$ cat src/rtl/posit_mult_arbiter.sv
// ============================================================================
// Module   : posit_mult_arbiter (with combinational Optimised_PM posit multiplier)
// Purpose  : Round-robin sharing of one posit multiplier between two requesters,
//            two-stage pipeline (operands, result), result tagged with requester id.
// Revision : 1.0 - initial release
// ============================================================================
`default_nettype none

module Optimised_PM #(
  parameter int N  = 8,
  parameter int ES = 4
) (
  input  logic [N-1:0] in1_i,
  input  logic [N-1:0] in2_i,
  output logic [N-1:0] out_o
);

  localparam int c_fw  = N - 1 - ES;
  localparam int c_mw  = c_fw + 1;
  localparam int c_pw  = 2 * c_mw;
  localparam int c_sw  = 2 + ES + (c_pw - 1) + N;
  localparam int c_scw = ES + $clog2(N) + 3;
  localparam logic signed [c_scw-1:0] c_kmax = c_scw'(N - 2);
  localparam logic signed [c_scw-1:0] c_kmin = -c_kmax;
  localparam logic signed [c_scw-1:0] c_sc1  = c_scw'(1);
  localparam logic [N-2:0] c_one = {{(N-2){1'b0}}, 1'b1};
  localparam logic [N-1:0] c_nar = {1'b1, {(N-1){1'b0}}};

  // Returns {scale, 1.fraction} of a non-zero, non-NaR posit.
  function automatic logic [c_scw+c_mw-1:0] decode(input logic [N-1:0] x);
    logic [N-1:0] a;
    logic [N-2:0] body;
    logic [N-2:0] rem;
    logic r0;
    logic done;
    int m;
    logic signed [c_scw-1:0] k;
    logic signed [c_scw-1:0] sc;
    a    = x[N-1] ? -x : x;
    body = a[N-2:0];
    r0   = body[N-2];
    m    = 0;
    done = 1'b0;
    for (int i = N - 2; i >= 0; i--) begin
      if (!done && (body[i] == r0)) m++;
      else done = 1'b1;
    end
    k   = r0 ? c_scw'(m - 1) : c_scw'(-m);
    rem = body << (m + 1);
    sc  = (k <<< ES) + c_scw'(rem[N-2 -: ES]);
    return {sc, 1'b1, rem[c_fw-1:0]};
  endfunction

  logic signed [c_scw-1:0] w_sc_a, w_sc_b, w_sc, w_k;
  logic [c_mw-1:0]         w_ma, w_mb;
  logic [c_pw-1:0]         w_prod;
  logic [c_pw-2:0]         w_frac;
  logic [ES-1:0]           w_e;
  logic [c_scw-1:0]        w_shamt;
  logic signed [c_sw-1:0]  w_pat, w_shf;
  logic [N-2:0]            w_res;
  logic                    w_guard, w_sticky, w_sign;

  always_comb begin
    {w_sc_a, w_ma} = decode(in1_i);
    {w_sc_b, w_mb} = decode(in2_i);
    w_sign = in1_i[N-1] ^ in2_i[N-1];
    w_prod = c_pw'(w_ma) * c_pw'(w_mb);
    if (w_prod[c_pw-1]) begin
      w_frac = w_prod[c_pw-2:0];
      w_sc   = w_sc_a + w_sc_b + c_sc1;
    end else begin
      w_frac = {w_prod[c_pw-3:0], 1'b0};
      w_sc   = w_sc_a + w_sc_b;
    end
    w_k = w_sc >>> ES;
    w_e = w_sc[ES-1:0];
    // Regime run is produced by sign-filling a 2-bit seed during the right shift.
    w_shamt = w_k[c_scw-1] ? ~w_k : w_k;
    w_pat   = w_k[c_scw-1] ? {2'b01, w_e, w_frac, {N{1'b0}}}
                           : {2'b10, w_e, w_frac, {N{1'b0}}};
    w_shf    = w_pat >>> w_shamt;
    w_res    = w_shf[c_sw-1 -: N-1];
    w_guard  = w_shf[c_sw-N];
    w_sticky = |w_shf[c_sw-N-1:0];
    if (w_guard && (w_sticky || w_res[0])) w_res = w_res + c_one;
    if (w_k > c_kmax)      w_res = '1;
    else if (w_k < c_kmin) w_res = c_one;
    out_o = w_sign ? -{1'b0, w_res} : {1'b0, w_res};
    if ((in1_i == c_nar) || (in2_i == c_nar))     out_o = c_nar;
    else if ((in1_i == '0) || (in2_i == '0))      out_o = '0;
  end

endmodule

module posit_mult_arbiter #(
  parameter int N  = 8,
  parameter int ES = 4
) (
  input  logic         clk,
  input  logic         rst,
  input  logic         req0_valid,
  output logic         req0_ready,
  input  logic [N-1:0] req0_in1,
  input  logic [N-1:0] req0_in2,
  input  logic         req1_valid,
  output logic         req1_ready,
  input  logic [N-1:0] req1_in1,
  input  logic [N-1:0] req1_in2,
  output logic         res_valid,
  input  logic         res_ready,
  output logic [N-1:0] res_out,
  output logic         res_id,
  output logic         res_nar,
  output logic         busy
);

  localparam logic [N-1:0] c_nar = {1'b1, {(N-1){1'b0}}};

  logic         op_valid_q, op_valid_d;
  logic [N-1:0] op_a_q, op_a_d, op_b_q, op_b_d;
  logic         op_id_q, op_id_d;
  logic         res_valid_q, res_valid_d;
  logic [N-1:0] res_out_q, res_out_d;
  logic         res_id_q, res_id_d;
  logic         res_nar_q, res_nar_d;
  logic         last_grant_q, last_grant_d;

  logic         w_s2_load, w_s1_free, w_grant, w_accept;
  logic [N-1:0] w_mult_out;

  Optimised_PM #(.N(N), .ES(ES)) u_mult (
    .in1_i (op_a_q),
    .in2_i (op_b_q),
    .out_o (w_mult_out)
  );

  always_comb begin
    w_s2_load = op_valid_q && (!res_valid_q || res_ready);
    w_s1_free = !op_valid_q || w_s2_load;
    // Under contention the requester not served last wins.
    w_grant   = (req0_valid && req1_valid) ? !last_grant_q : req1_valid;
    req0_ready = w_s1_free && !w_grant && req0_valid;
    req1_ready = w_s1_free &&  w_grant && req1_valid;
    w_accept   = req0_ready || req1_ready;

    op_valid_d   = op_valid_q;
    op_a_d       = op_a_q;
    op_b_d       = op_b_q;
    op_id_d      = op_id_q;
    last_grant_d = last_grant_q;
    res_valid_d  = res_valid_q;
    res_out_d    = res_out_q;
    res_id_d     = res_id_q;
    res_nar_d    = res_nar_q;

    if (w_accept) begin
      op_valid_d   = 1'b1;
      op_a_d       = w_grant ? req1_in1 : req0_in1;
      op_b_d       = w_grant ? req1_in2 : req0_in2;
      op_id_d      = w_grant;
      last_grant_d = w_grant;
    end else if (w_s2_load) begin
      op_valid_d = 1'b0;
    end

    if (w_s2_load) begin
      res_valid_d = 1'b1;
      res_out_d   = w_mult_out;
      res_id_d    = op_id_q;
      res_nar_d   = (w_mult_out == c_nar);
    end else if (res_ready) begin
      res_valid_d = 1'b0;
    end
  end

  always_ff @(posedge clk or posedge rst) begin
    if (rst) begin
      op_valid_q   <= 1'b0;
      op_a_q       <= '0;
      op_b_q       <= '0;
      op_id_q      <= 1'b0;
      last_grant_q <= 1'b1;
      res_valid_q  <= 1'b0;
      res_out_q    <= '0;
      res_id_q     <= 1'b0;
      res_nar_q    <= 1'b0;
    end else begin
      op_valid_q   <= op_valid_d;
      op_a_q       <= op_a_d;
      op_b_q       <= op_b_d;
      op_id_q      <= op_id_d;
      last_grant_q <= last_grant_d;
      res_valid_q  <= res_valid_d;
      res_out_q    <= res_out_d;
      res_id_q     <= res_id_d;
      res_nar_q    <= res_nar_d;
    end
  end

  assign res_valid = res_valid_q;
  assign res_out   = res_out_q;
  assign res_id    = res_id_q;
  assign res_nar   = res_nar_q;
  assign busy      = op_valid_q || res_valid_q;

endmodule

`default_nettype wire
$ cat config.mk
export PLATFORM = sky130hd
export DESIGN_NAME = posit_mult_arbiter
export DESIGN_NICKNAME = d
export VERILOG_FILES = /design/src/rtl/posit_mult_arbiter.sv
export SDC_FILE = /design/constraint.sdc
export NUM_CORES = 1
export LEC_CHECK = 0
export BUFFER_PORTS_ARGS = -buffer_cell sky130_fd_sc_hd__clkbuf_2
export CORE_MARGIN = 4
export CORE_UTILIZATION = 35
export CTS_CLUSTER_SIZE = 8
export DETAILED_ROUTE_END_ITERATION = 12
export SLEW_MARGIN = 25
export SYNTH_ARGS = -nofsm -noshare
export SYNTH_HDL_FRONTEND = slang
export SYNTH_HIERARCHICAL = 1
export SYNTH_SLANG_ARGS = --single-unit
$ cat constraint.sdc
create_clock -name clk -period 12.41 [get_ports clk]
set_clock_uncertainty 0.15 [all_clocks]
set_input_delay 1.8615 -clock clk [delete_from_list [all_inputs] [get_ports clk]]
set_output_delay 1.8615 -clock clk [all_outputs]
set_load 0.02 [all_outputs]
==> results.py <==
metrics = {
    "min_path": {
        "whs_endpoint": "res_out[0]",
        "hp-start": "res_out[0]",
        "hold_path.class": "reg2reg",
        "whs_path_depth": 1,
    },
    "yosys": {
        "synthXorXnorAreaFrac_pct": 6.647,
        "synthMuxAreaShare_pct": 6.168,
        "synth_largest_area_cell": "dfrtp_1",
        "syn_nets": 947,
        "synth_cell_type_count": 111,
        "async_flop_share_pct": 100.0,
        "synth_top_family_by_area": "compound AO/OA/AOI/OAI gates",
        "synthesis.area_um2": 6795,
        "yosysSeqAreaShare_pct": 11.07,
        "netlist_top_cells_area": "dfrtp_1 (11%), ha_1 (6.8%), nor2_1 (5.0%), xnor2_1 (4.6%), a21oi_1 (4.2%)",
        "yosys_warnings": 6,
        "netlist_instances": 868,
        "synth_edf_count": 0,
        "ys.flop_type": "dfrtp_1",
        "synth_seq_cells": 30,
        "yosys.area_share.simple_pct": 24.53,
        "synth_fa_ha_area_share_pct": 8.286,
        "synth_compound_area_share_pct": 37.43,
        "avgSynthCellArea_um2": 7.829,
        "synth_top_area_share_pct": 10.68,
    },
    "cells_and_area": {
        "num-fill-cells": 1985,
        "nets": 994,
        "final_util_pct": 40.11,
        "fin_cells": 1176,
        "areaGrowthSynthToFinish_pct": 11.51,
        "drive_above_1_share_pct": 21.18,
        "antenna_cells": 0,
        "design_area_um2": 7577,
    },
    "clock_tree": {
        "worstSkewPairLatency_ns": 0.27,
        "cts_root_buf": "clkbuf_16",
        "cts_tree": "built",
        "clock_path_buffers": 2,
        "numCtsBuffers": 5,
        "clk_pin_slew_worst_paths_ns": 0.05,
        "cts_sinks": 30,
        "ctsHoldBuffers": 0,
        "h-tree-depth": 2,
    },
    "sta": {
        "setup_viol": 0,
        "fin_crit_sh_pct": 94.68,
        "slew_viol_final": 0,
        "finalCriticalPeriod_ns": 11.75,
        "whs_ns": 0.3441,
        "final_hold_viol_count": 0,
        "slew_headroom_pct": 39.58,
        "fmax_mhz": 85.11,
        "worst_pin_slew_ns": 0.9036,
    },
    "grt": {
        "antenna_found_initial": 0,
        "grt_pass1_vias": 6510,
        "grt_pass1_wl_mm": 32.75,
        "track_usage_pct": 17.65,
        "grt_start_max_net_pins": 31,
        "overflow": 0,
    },
    "routing": {
        "viasPerCell": 6.023,
        "route.met3.wl_mm": 1.113,
        "wl_met1_mm": 9.242,
        "num_vias": 7083,
        "post_drt_wl_per_cell_um": 17.12,
        "routed-wl-met2_mm": 9.155,
        "firstDrtPassIters": 8,
        "drt_iter0_markers": 644,
        "wirelength_mm": 20.14,
        "drcViolationCount": 0,
        "antenna_left": 0,
        "routed.top_layer": "met4",
    },
    "critical_path": {
        "r2r-end": "res_nar",
        "crit_required_ns": 12.42,
        "cp.arrival_ns": 11.76,
        "cp_num_buf_inv": 3,
        "path_common_cell": "ha_1",
        "crit_family": "compound AO/OA/AOI/OAI gates",
        "regToRegStartpoint": "op_b_q[1]",
        "cp-end-kind": "register",
        "criticalPathCategory": "reg2reg",
        "crit_path_max_fanout": 17,
        "cp_slowest_cell": "fa_1",
        "r2r_slack_ns": 0.66,
        "slowest_delay_ns": 0.55,
        "worst_setup_path_start_kind": "register",
        "r2r_cells": 44,
    },
    "floorplan": {
        "io_pins": 51,
        "die_area_um2": 21710,
        "initial_core_util_pct": 35.97,
        "dieWidth_um": 147.3,
        "coreArea_um2": 18890,
        "fp-row-count": 50,
        "die_y_um": 147.3,
    },
    "place": {
        "portBuffers": 50,
        "post_dp_cell_area_um2": 7313,
        "gp_congestion": 0.8984,
        "dp_cells": 1163,
        "hpwlAfterDp_mm": 15.87,
    },
    "flow_run": {
        "drv_cap": 0,
    },
    "status": {
        "outcome": "finished, final reports clean",
    },
}
synth_stat cells, drive strengths merged, types with 14 or more instances:
master and count:
nor3 28, dfrtp 29, o31ai 14, a21oi 64, xnor2 36, inv 35, buf 29, clkbuf 14
nor2 93, a211oi 20, a2bb2oi 17, mux2i 16, mux2 19, a21o 16, o21ai 47, o32ai 18
ha 37, nand3 31, nand2 73
flip-flops by register name, indices dropped and copies added (netlist names):
register and flops:
res_out 8, op_b_q 8, op_id_q 1, res_valid 1, op_a_q 8, res_nar 1, last_grant_q 1, res_id 1
op_valid_q 1
metal layers:
layer / up-vias / global-route usage [%]
li1: 3454 / -
met5: - / 0
met4: 0 / 6.198
met2: 272 / 28.89
met1: 3310 / 24.46
met3: 47 / 1.419
worst register-to-register path, delay by kind of cell, from the launching register on:
| family | cells | cell delay [ns] |
|---|---|---|
| adder cells (fa/ha/maj) | 8 | 2.83 |
| buffers and inverters | 3 | 0.25 |
| multiplexers | 2 | 0.62 |
| AO/OA/AOI/OAI | 17 | 4.08 |
| AND/OR/NAND/NOR | 14 | 3.25 |
| flip-flops | 1 | 0.46 |
stage by stage:
| step | setup TNS (ns) | worst slack, ns |
|---|---|---|
| floorplan | 0 | 0.9874 |
| global placement | 0 | 0.8379 |
| detailed placement | 0 | 0.5424 |
| CTS | 0 | 0.5189 |
| global route | -0.02061 | -0.02061 |
| finish | 0 | 0.6607 |
worst max path at each step:
stage	startpoint	end	slack, ns	cells past startpoint
2_1_floorplan	op_b_q[0]	res_nar	0.99	50
3_3_place_gp	op_b_q[1]	res_nar	0.84	46
3_5_place_dp	op_b_q[1]	res_nar	0.54	46
4_1_cts	op_b_q[1]	res_nar	0.52	46
5_1_grt	op_b_q[1]	res_nar	-0.02	45
6_report	op_b_q[1]	res_nar	0.66	44
placed cells by master, fill, tap and decap left out, types with 8 or more instances in the layout:
cell type and count:
o211ai_1 12, nand3_1 27, ha_1 36, nand2_1 68, a21o_1 16, clkbuf_2 50, nand2b_1 13, inv_1 30
a31oi_1 11, nor4_1 9, and3_1 11, nor3_1 24, mux2_2 17, xor2_1 13, buf_4 32, mux2i_1 16
a21oi_1 56, dfrtp_1 29, o32ai_1 18, xnor2_1 35, a22oi_1 8, o21ai_0 41, a211oi_1 16, a2bb2oi_2 10
nand4_1 9, nor2_1 90
logic make-up (layout without fill, tap and decap cells):
family	after synthesis	after routing
muxes	37	37
AOI/OAI and AO/OA	315	315
xor gates and xnor gates	50	50
buffers and inverters	78	126
and+or+nand+nor	316	316
DFF	30	30
adders and majority gates	42	42
what timing repair did:
item                                    4_1_cts  5_1_grt
endpoints found under the setup margin        0        2
gates resized for setup                       0       12
setup buffers                                 0        5
cell type report:
type / instances / area [um^2] / share of cell area, %
clock buffers: 7 / 142.6 / 1.882
multi-input cells: 760 / 5709 / 75.35
inverters: 35 / 132.6 / 1.750
flip-flops and latches: 30 / 752.0 / 9.924
clock inverters: 1 / 5.005 / 0.06605
repair buffers: 83 / 510.5 / 6.737
well taps: 260 / 325.3 / 4.293
Power is not shown: default switching activity piles up to over one toggle a cycle in this logic, so the estimate is an artifact.
